## src/rtl/regfile_wb_arbiter_if.sv

```systemverilog
// Writeback bus between the two requesters (ALU, load) and the shared register file write port.
// The arbiter connects through the slave modport.
interface regfile_wb_arbiter_if #(
  parameter int DATA_W = 32,
  parameter int ADDR_W = 5
);
  logic              req0_valid;
  logic [ADDR_W-1:0] req0_addr;
  logic [DATA_W-1:0] req0_data;
  logic              req0_ready;
  logic              req1_valid;
  logic [ADDR_W-1:0] req1_addr;
  logic [DATA_W-1:0] req1_data;
  logic              req1_ready;
  logic              WE3;
  logic [ADDR_W-1:0] A3;
  logic [DATA_W-1:0] WD3;

  modport master (
    output req0_valid, req0_addr, req0_data,
    output req1_valid, req1_addr, req1_data,
    input  req0_ready, req1_ready,
    input  WE3, A3, WD3
  );

  modport slave (
    input  req0_valid, req0_addr, req0_data,
    input  req1_valid, req1_addr, req1_data,
    output req0_ready, req1_ready,
    output WE3, A3, WD3
  );
endinterface

```

## src/rtl/regfile_wb_arbiter.sv

```systemverilog
// Round-robin arbiter sharing the register file write port between ALU and load writeback.
// Define WB_ARB_FIXED_PRIO_EN to make the load requester always win contention instead.
module regfile_wb_arbiter #(
  parameter int DATA_W = 32,
  parameter int ADDR_W = 5,
  parameter int CNT_W  = 16
) (
  input  logic                 CLK,
  input  logic                 rst,
  input  logic                 stall,
  regfile_wb_arbiter_if.slave  wb,
  input  logic [ADDR_W-1:0]    rs1_addr,
  input  logic [ADDR_W-1:0]    rs2_addr,
  output logic                 last_grant,
  output logic                 fwd1_hit,
  output logic                 fwd2_hit,
  output logic [DATA_W-1:0]    fwd_data,
  output logic [CNT_W-1:0]     conflict_cnt
);

  localparam logic [CNT_W-1:0] CNT_MAX = '1;
  localparam logic [CNT_W-1:0] CNT_ONE = {{(CNT_W-1){1'b0}}, 1'b1};

  logic              both;
  logic              gnt0;
  logic              gnt1;
  logic              grant;
  logic [ADDR_W-1:0] g_addr;
  logic [DATA_W-1:0] g_data;

  logic              we3_q, we3_d;
  logic [ADDR_W-1:0] a3_q, a3_d;
  logic [DATA_W-1:0] wd3_q, wd3_d;
  logic              last_grant_q, last_grant_d;
  logic [CNT_W-1:0]  cnt_q, cnt_d;
`ifndef WB_ARB_FIXED_PRIO_EN
  logic              rr_ptr_q, rr_ptr_d;
`endif

  // Grants never look at requester data, only valid bits, stall, reset and the pointer.
  always_comb begin
    both = wb.req0_valid & wb.req1_valid;
    gnt0 = 1'b0;
    gnt1 = 1'b0;
    if (!rst && !stall) begin
      if (both) begin
`ifdef WB_ARB_FIXED_PRIO_EN
        gnt1 = 1'b1;
`else
        gnt0 = ~rr_ptr_q;
        gnt1 = rr_ptr_q;
`endif
      end else begin
        gnt0 = wb.req0_valid;
        gnt1 = wb.req1_valid;
      end
    end
    grant  = gnt0 | gnt1;
    g_addr = gnt1 ? wb.req1_addr : wb.req0_addr;
    g_data = gnt1 ? wb.req1_data : wb.req0_data;
  end

  always_comb begin
    we3_d        = 1'b0;
    a3_d         = a3_q;
    wd3_d        = wd3_q;
    last_grant_d = last_grant_q;
    cnt_d        = cnt_q;
`ifndef WB_ARB_FIXED_PRIO_EN
    rr_ptr_d     = rr_ptr_q;
    if (both && grant) rr_ptr_d = gnt0;
`endif
    if (grant) begin
      we3_d        = (g_addr != '0);
      a3_d         = g_addr;
      wd3_d        = g_data;
      last_grant_d = gnt1;
    end
    if (both && (cnt_q != CNT_MAX)) cnt_d = cnt_q + CNT_ONE;
  end

  always_ff @(posedge CLK) begin
    if (rst) begin
      we3_q        <= 1'b0;
      a3_q         <= '0;
      wd3_q        <= '0;
      last_grant_q <= 1'b0;
      cnt_q        <= '0;
`ifndef WB_ARB_FIXED_PRIO_EN
      rr_ptr_q     <= 1'b0;
`endif
    end else begin
      we3_q        <= we3_d;
      a3_q         <= a3_d;
      wd3_q        <= wd3_d;
      last_grant_q <= last_grant_d;
      cnt_q        <= cnt_d;
`ifndef WB_ARB_FIXED_PRIO_EN
      rr_ptr_q     <= rr_ptr_d;
`endif
    end
  end

  assign wb.req0_ready = gnt0;
  assign wb.req1_ready = gnt1;
  assign wb.WE3        = we3_q;
  assign wb.A3         = a3_q;
  assign wb.WD3        = wd3_q;
  assign last_grant    = last_grant_q;
  assign conflict_cnt  = cnt_q;

  // x0 is never written, so a registered x0 entry can never forward.
  assign fwd1_hit = we3_q && (a3_q == rs1_addr) && (rs1_addr != '0);
  assign fwd2_hit = we3_q && (a3_q == rs2_addr) && (rs2_addr != '0);
  assign fwd_data = wd3_q;

endmodule

```

## src/flat_wrapper.sv

```systemverilog
// flat-port wrapper written by rule: the top's interface ports become plain ports
module regfile_wb_arbiter_flat 
#(
  parameter int DATA_W = 32,
  parameter int ADDR_W = 5,
  parameter int CNT_W  = 16
)
  (CLK, rst, stall, rs1_addr, rs2_addr, last_grant, fwd1_hit, fwd2_hit, fwd_data, conflict_cnt, wb_req0_valid, wb_req0_addr, wb_req0_data, wb_req1_valid, wb_req1_addr, wb_req1_data, wb_req0_ready, wb_req1_ready, wb_WE3, wb_A3, wb_WD3);
  regfile_wb_arbiter_if #(.DATA_W(DATA_W), .ADDR_W(ADDR_W)) wb_i ();
  input  logic CLK;
  input  logic rst;
  input  logic stall;
  input  logic [ADDR_W-1:0] rs1_addr;
  input  logic [ADDR_W-1:0] rs2_addr;
  output logic last_grant;
  output logic fwd1_hit;
  output logic fwd2_hit;
  output logic [DATA_W-1:0] fwd_data;
  output logic [CNT_W-1:0] conflict_cnt;
  input wire logic [$bits(wb_i.req0_valid)-1:0] wb_req0_valid;
  input wire logic [$bits(wb_i.req0_addr)-1:0] wb_req0_addr;
  input wire logic [$bits(wb_i.req0_data)-1:0] wb_req0_data;
  input wire logic [$bits(wb_i.req1_valid)-1:0] wb_req1_valid;
  input wire logic [$bits(wb_i.req1_addr)-1:0] wb_req1_addr;
  input wire logic [$bits(wb_i.req1_data)-1:0] wb_req1_data;
  output wire logic [$bits(wb_i.req0_ready)-1:0] wb_req0_ready;
  output wire logic [$bits(wb_i.req1_ready)-1:0] wb_req1_ready;
  output wire logic [$bits(wb_i.WE3)-1:0] wb_WE3;
  output wire logic [$bits(wb_i.A3)-1:0] wb_A3;
  output wire logic [$bits(wb_i.WD3)-1:0] wb_WD3;
  assign wb_i.req0_valid = wb_req0_valid;
  assign wb_i.req0_addr = wb_req0_addr;
  assign wb_i.req0_data = wb_req0_data;
  assign wb_i.req1_valid = wb_req1_valid;
  assign wb_i.req1_addr = wb_req1_addr;
  assign wb_i.req1_data = wb_req1_data;
  assign wb_req0_ready = wb_i.req0_ready;
  assign wb_req1_ready = wb_i.req1_ready;
  assign wb_WE3 = wb_i.WE3;
  assign wb_A3 = wb_i.A3;
  assign wb_WD3 = wb_i.WD3;
  regfile_wb_arbiter #(.DATA_W(DATA_W), .ADDR_W(ADDR_W), .CNT_W(CNT_W)) u_core (.CLK(CLK), .rst(rst), .stall(stall), .wb(wb_i), .rs1_addr(rs1_addr), .rs2_addr(rs2_addr), .last_grant(last_grant), .fwd1_hit(fwd1_hit), .fwd2_hit(fwd2_hit), .fwd_data(fwd_data), .conflict_cnt(conflict_cnt));
endmodule
```

## config.mk

```make
export PLATFORM = sky130hd
export DESIGN_NAME = regfile_wb_arbiter_flat
export DESIGN_NICKNAME = d
export VERILOG_FILES = /design/src/rtl/regfile_wb_arbiter_if.sv /design/src/rtl/regfile_wb_arbiter.sv /design/src/flat_wrapper.sv
export SDC_FILE = /design/constraint.sdc
export NUM_CORES = 1
export LEC_CHECK = 0
export CAP_MARGIN = 20
export CORE_ASPECT_RATIO = 0.75
export CORE_UTILIZATION = 39
export DETAILED_ROUTE_END_ITERATION = 7
export PLACE_DENSITY = 0.92
export SYNTH_ARGS = -nofsm -noshare
export SYNTH_HDL_FRONTEND = slang
export SYNTH_SLANG_ARGS = --single-unit
export TNS_END_PERCENT = 1
```

## constraint.sdc

```tcl
create_clock -name CLK -period 4.4 [get_ports CLK]
set_input_delay 0.88 -clock CLK [delete_from_list [all_inputs] [get_ports CLK]]
set_output_delay 0.88 -clock CLK [all_outputs]
set_load 0.02 [all_outputs]
```

==> impl_metrics.env, run 1 <==
export IMPL_outcome="finished clean"
export IMPL_drive_gt1_frac=0.0478
export IMPL_coreArea_sq_mm=0.00680
export IMPL_r2r_start="u_core.conflict_cnt[1]"
export IMPL_setup_violations=0
export IMPL_worstSetupStartpointType="input port"
export IMPL_fin_setup_tns_ns=0
export IMPL_root_buffer="clkbuf_8"
export IMPL_ys_types=41
export IMPL_synthMuxAreaShare=0.0303
export IMPL_final_nets=528
export IMPL_hold_viol_final=0
export IMPL_via_per_inst=5.44
export IMPL_ff_latch_area_sq_mm=0.00112
export IMPL_synthAdderAreaFrac=0.00459
export IMPL_initial_utilization=0.401
export IMPL_dp_final_hpwl_microns=5960
export IMPL_critPathMaxFanout=1
export IMPL_grt_overflow=0
export IMPL_synth_ff_type="dfxtp_1"
export IMPL_max_freq_ghz=0.295
export IMPL_die_h_microns=74.4
export IMPL_cts_setup_buffers=0
export IMPL_finalClockSkew_ns=0.00390
export IMPL_fin_crit_ns=3.39
export IMPL_synth_top_cells_by_area="dfxtp_1, a222oi_1, buf_4"
export IMPL_min_path_type="flop to flop"
export IMPL_wl_microns=8320
export IMPL_hold_slack_ns=0.479
export IMPL_grt_pass1_vias=2576
export IMPL_ir_worst_vdd_uv=158
export IMPL_whs_endpoint="u_core.last_grant"
export IMPL_crit_required_ns=3.52
export IMPL_end_kind="output port"
export IMPL_dieWidth_microns=98.6
export IMPL_multi_input_area_sq_mm=0.00126
export IMPL_placementRows=26
export IMPL_worstHoldPathCells=2
export IMPL_clock_path_buffers=2
export IMPL_synth_largest_type_area_fraction=0.411
export IMPL_max_slew_margin=0.467
export IMPL_async_flop_share=0
export IMPL_synthSimpleGateAreaFrac=0.185
export IMPL_synth_top_family_by_area="compound AO/OA/AOI/OAI gates"
export IMPL_maxCapViolCount=0
export IMPL_antenna_found_initial=0
export IMPL_leakage_nw=1.55
export IMPL_n_antenna_cell=0
export IMPL_cts_tree="yes"
export IMPL_ctsResizeCount=0
export IMPL_synth_nets=390
export IMPL_yosysTopAreaCell="dfxtp_1"
export IMPL_wl_per_cell_microns=15.9
export IMPL_cts_hold_buf=0
export IMPL_rr_worst_depth=5
export IMPL_cts_clk_slew_worst_paths_ns=0.09
export IMPL_synth_xor_area_share=0.0321
export IMPL_drtIter0Drc=170
export IMPL_grt_max_degree=58
export IMPL_min_delay_start="u_core.last_grant"
export IMPL_dr_pass1_iters=7
export IMPL_place_congestion=0.767
export IMPL_ios=180
export IMPL_ant_nets=0
export IMPL_nFillCells=549
export IMPL_drc=0
export IMPL_timing_final_crit_share=0.770
export IMPL_cts_buffers=5
export IMPL_area_delta_synth_final_pct=61.8
export IMPL_dieArea_sq_mm=0.00734
export IMPL_grtUsageTotal=0.209
export IMPL_r2r_end="u_core.conflict_cnt[1]"
export IMPL_clock_sinks=56
export IMPL_synth_compound_area_frac=0.207
export IMPL_synth_edf_count=0
export IMPL_rsz0062_at_grt="false"
export IMPL_syn_inst=300
export IMPL_grt_pass1_wl_microns=12300
export IMPL_worstPathArrival_ns=2.51
export IMPL_h_tree_depth=2
export IMPL_worst_slew_pin_slew_ns=0.797
export IMPL_portBuffers=179
export IMPL_insertion_delay_ns=0.29
export IMPL_yosys_warnings=0
export IMPL_p_per_area_mw_per_mm2=258
export IMPL_ys_ff_latch=56
export IMPL_slew_violations=0
export IMPL_r2r_slack_ns=2.27
export IMPL_yosysSeqAreaShare=0.411
export IMPL_crit_type="input port to output port"
export IMPL_num_vias=2844
export IMPL_netlist_area_sq_mm=0.00273
export IMPL_syn_avg_cell_area_sq_um=9.10
[synthesized netlist by cell type (5+ instances only)]
library cell / instances
buf_4: 33
a222oi_1: 32
dfxtp_1: 56
mux2i_1: 6
or3_1: 8
nand3_1: 10
nor2_1: 47
clkbuf_1: 12
nand2_1: 8
a211oi_1: 5
o21ai_1: 7
a21oi_1: 14
nor3_1: 6
xor2_1: 7
[power by group]
part	switching, W	internal [W]	leakage, nW
combinational	0.000114	0.000155	1.04
sequential	0.0000193	0.000527	0.456
clock	0.000156	0.000169	0.0552
total	0.000290	0.000851	1.55
[cells by family (layout without fill, tap and decap cells)]
family | count (synthesis) | after routing
multiplexers | 8 | 8
buffers and inverters | 54 | 193
AND/OR/NAND/NOR | 102 | 102
AO/OA/AOI/OAI | 69 | 69
adder cells (fa/ha/maj) | 1 | 1
XOR/XNOR | 10 | 10
flip-flops | 56 | 56
[cell usage in the layout (no fill, tap or decap), types with 4 or more instances in the layout]
cell type / count
clkdlybuf4s50_1: 178
clkbuf_8: 5
or3_1: 8
o21ai_1: 6
buf_4: 4
a222oi_1: 32
or4_1: 4
nor2_1: 47
mux2i_1: 6
a211oi_1: 5
xor2_1: 7
nand2_1: 8
nand3_1: 10
a21oi_1: 14
dfxtp_1: 56
nor3_1: 6
[how the worst max path moves through the flow]
stage                            from  endpoint  slack (ns)
final                     rs1_addr[2]  fwd1_hit        1.01
after CTS                 rs1_addr[2]  fwd1_hit        0.99
after global placement    rs1_addr[2]  fwd1_hit        1.05
after global routing      rs1_addr[2]  fwd1_hit        0.94
after detailed placement  rs1_addr[2]  fwd1_hit        0.99
after floorplan           rs1_addr[2]  fwd1_hit        1.95
[state kept, by name (all words and copies together) (netlist names)]
register,flops
u_core.conflict_cnt,16
u_core.fwd_data,32
u_core.last_grant,1
u_core.rr_ptr_q,1
u_core.wb.A3,5
u_core.wb.WE3,1
[area by class of cell]
| class | count | share of cell area |
|---|---|---|
| Timing Repair Buffer | 183 | 0.411 |
| Clock inverter | 2 | 0.00793 |
| Clock buffer | 6 | 0.0164 |
| Sequential cell | 56 | 0.254 |
| Multi-Input combinational cell | 190 | 0.285 |
| Tap cell | 84 | 0.0238 |
| Inverter | 2 | 0.00170 |
[critical path: stages]
cell and delay, ns:
clkdlybuf4s50_1 0.41, xor2_1 0.14, nor3_1 0.23, nand3_1 0.10, nor2_1 0.11, clkdlybuf4s50_1 0.64
[routing by layer]
metal / vias up / share of wire / global-route usage
met5: - / 0 / 0
met4: 0 / 0.0023 / 0.0348
met3: 2 / 0.055 / 0.0479
met2: 97 / 0.50 / 0.361
met1: 1366 / 0.44 / 0.274
li1: 1379 / - / -
[metrics by stage]
stage	std cells	total power [W]	setup WS (ns)	cell area, sq um	utilization
after CTS	523	0.00116	0.993	4420	0.649
after global placement	515	0.000821	1.05	4310	0.634
after floorplan	300	0.000684	1.95	2730	-
after detailed placement	515	0.000826	0.992	4310	0.634
final	523	0.00114	1.01	4420	0.649
after global routing	523	0.00120	0.937	4420	0.649
Note: power is estimated with default switching activity, not from simulation.
==> run 2, diff against run 1 <==
Settings changed: CORE_UTILIZATION 39 to 36, PLACE_DENSITY 0.92 to 0.87.
Clock period 4.4 ns to 3.2 ns, I/O delays scaled along.
==> run 2 against run 1 <==
Effect of this change:
- combinational power up 38%
- clock skew up 0.0025 ns
- sequential cell count unchanged
- register-to-register slack worse by 1.2 ns
==> impl_metrics.env, run 2 (synthesis gave the netlist of run 1 again) <==
export IMPL_dp_final_hpwl_microns=5880
export IMPL_drtIter0Drc=202
export IMPL_clock_sinks=56
export IMPL_drive_gt1_frac=0.0501
export IMPL_cts_buffers=5
export IMPL_slew_violations=0
export IMPL_place_congestion=0.793
export IMPL_whs_endpoint="u_core.last_grant"
export IMPL_place_ws_ns=0.228
export IMPL_rsz0062_at_grt="false"
export IMPL_num_vias=2845
export IMPL_placementRows=27
export IMPL_ios=180
export IMPL_worstHoldPathCells=2
export IMPL_setup_violations=0
export IMPL_min_path_type="flop to flop"
export IMPL_grtUsageTotal=0.193
export IMPL_drc=0
export IMPL_cts_setup_buffers=0
export IMPL_p_switching_w=0.000415
export IMPL_n_antenna_cell=0
export IMPL_grt_overflow=0
export IMPL_cts_clk_slew_worst_paths_ns=0.10
export IMPL_final_nets=528
export IMPL_grt_pass1_wl_microns=12400
export IMPL_p_seq_frac=0.474
export IMPL_antenna_found_initial=0
export IMPL_insertion_delay_ns=0.30
export IMPL_hold_viol_final=0
export IMPL_initial_utilization=0.372
export IMPL_clockPowerShare=0.292
export IMPL_die_h_microns=77.4
export IMPL_finalClockSkew_ns=0.00645
export IMPL_fin_setup_tns_ns=0
export IMPL_min_delay_start="u_core.last_grant"
export IMPL_p_per_area_mw_per_mm2=357
export IMPL_largest_reg_flops=32
export IMPL_final_cell_mix="clkdlybuf4s50_1, dfxtp_1, nor2_1, a222oi_1, a21oi_1"
export IMPL_max_slew_margin=0.476
export IMPL_r2r_end="u_core.conflict_cnt[1]"
export IMPL_root_buffer="clkbuf_8"
export IMPL_wl_microns=8130
export IMPL_layout_commonest_cell="clkdlybuf4s50_1"
export IMPL_cts_tree="yes"
export IMPL_ff_latch_area_sq_mm=0.00112
export IMPL_coreArea_sq_mm=0.00733
export IMPL_ir_worst_vdd_uv=281
export IMPL_rr_worst_depth=5
export IMPL_cts_hold_buf=0
export IMPL_dr_pass1_iters=6
export IMPL_crit_required_ns=2.56
export IMPL_outcome="finished clean"
export IMPL_comb_power_share=0.234
export IMPL_leakage_nw=1.55
export IMPL_ant_nets=0
export IMPL_fin_ws_ns=0.225
export IMPL_grt_pass1_vias=2682
export IMPL_r2r_slack_ns=1.10
export IMPL_dieArea_sq_mm=0.00794
export IMPL_r2r_start="u_core.conflict_cnt[0]"
export IMPL_nFillCells=642
export IMPL_intPower_w=0.00117
export IMPL_worstSetupStartpointType="input port"
export IMPL_maxCapViolCount=0
export IMPL_crit_type="input port to output port"
export IMPL_h_tree_depth=2
export IMPL_ctsResizeCount=0
export IMPL_critPathMaxFanout=1
export IMPL_grt_max_degree=58
export IMPL_wl_per_cell_microns=15.1
export IMPL_worstPathArrival_ns=2.34
export IMPL_swShare=0.262
export IMPL_fin_crit_ns=2.98
export IMPL_worst_slew_pin_slew_ns=0.783
export IMPL_end_kind="output port"
export IMPL_max_freq_ghz=0.336
export IMPL_dieWidth_microns=103
export IMPL_area_delta_synth_final_pct=62.7
export IMPL_via_per_inst=5.27
export IMPL_clock_path_buffers=2
export IMPL_multi_input_area_sq_mm=0.00126
export IMPL_timing_final_crit_share=0.930
export IMPL_portBuffers=179
run 2: cell types whose count changed in the layout (fill, tap and decap cells not counted):
cell        delta
clkbuf_1       -1
clkinvlp_4     +1
run 2: power groups by stage:
| stage | registers [W] | logic, W | clock network, W |
|---|---|---|---|
| after global routing | 0.000755 | 0.000394 | 0.000510 |
| final | 0.000751 | 0.000371 | 0.000462 |
| after CTS | 0.000751 | 0.000373 | 0.000478 |
| after floorplan | 0.000794 | 0.000146 | 0 |
| after detailed placement | 0.000766 | 0.000371 | 0 |
| after global placement | 0.000765 | 0.000365 | 0 |
run 2: how the worst max path moves through the flow:
stage | end | from | slack [ns]
after global routing | fwd1_hit | rs1_addr[2] | 0.14
after detailed placement | fwd1_hit | rs1_addr[2] | 0.23
after CTS | fwd1_hit | rs1_addr[2] | 0.21
after global placement | fwd1_hit | rs1_addr[2] | 0.29
final | fwd1_hit | rs1_addr[2] | 0.22
after floorplan | fwd1_hit | rs1_addr[2] | 1.23
run 2: metrics by stage:
step,utilization,area (sq um),instances,total power (W),hold WS (ns)
4_1_cts,0.606,4440,540,0.00160,0.495
5_1_grt,0.606,4440,540,0.00166,0.530
3_3_place_gp,0.591,4330,532,0.00113,0.455
2_1_floorplan,-,2730,300,0.000940,0.497
3_5_place_dp,0.591,4330,532,0.00114,0.478
6_report,0.606,4440,540,0.00158,0.489
run 2: area by class of cell:
cell class / count / share of cell area
flip-flops and latches: 56 / 0.252
multi-input cells: 190 / 0.283
inverters: 2 / 0.00169
repair buffers: 183 / 0.409
clock buffers: 5 / 0.0155
clock inverters: 3 / 0.00958
well taps: 101 / 0.0285
run 2: layer usage:
| metal | GRT usage | vias to the layer above | share of wire |
|---|---|---|---|
| li1 | - | 1376 | - |
| met1 | 0.240 | 1350 | 0.44 |
| met2 | 0.344 | 113 | 0.49 |
| met3 | 0.0396 | 6 | 0.063 |
| met4 | 0.0329 | 0 | 0.0071 |
| met5 | 0 | - | 0 |
run 2: worst max-delay path, cell delays in order:
cell and delay (ns):
clkdlybuf4s50_1 0.42, xor2_1 0.15, nor3_1 0.28, nand3_1 0.11
nor2_1 0.11, clkdlybuf4s50_1 0.63
==> run 3, diff against run 2 <==
Settings changed: SETUP_SLACK_MARGIN set to 0.02.
==> results of run 3 <==
No change in the layout: final DEF, timing and power equal those of run 2.
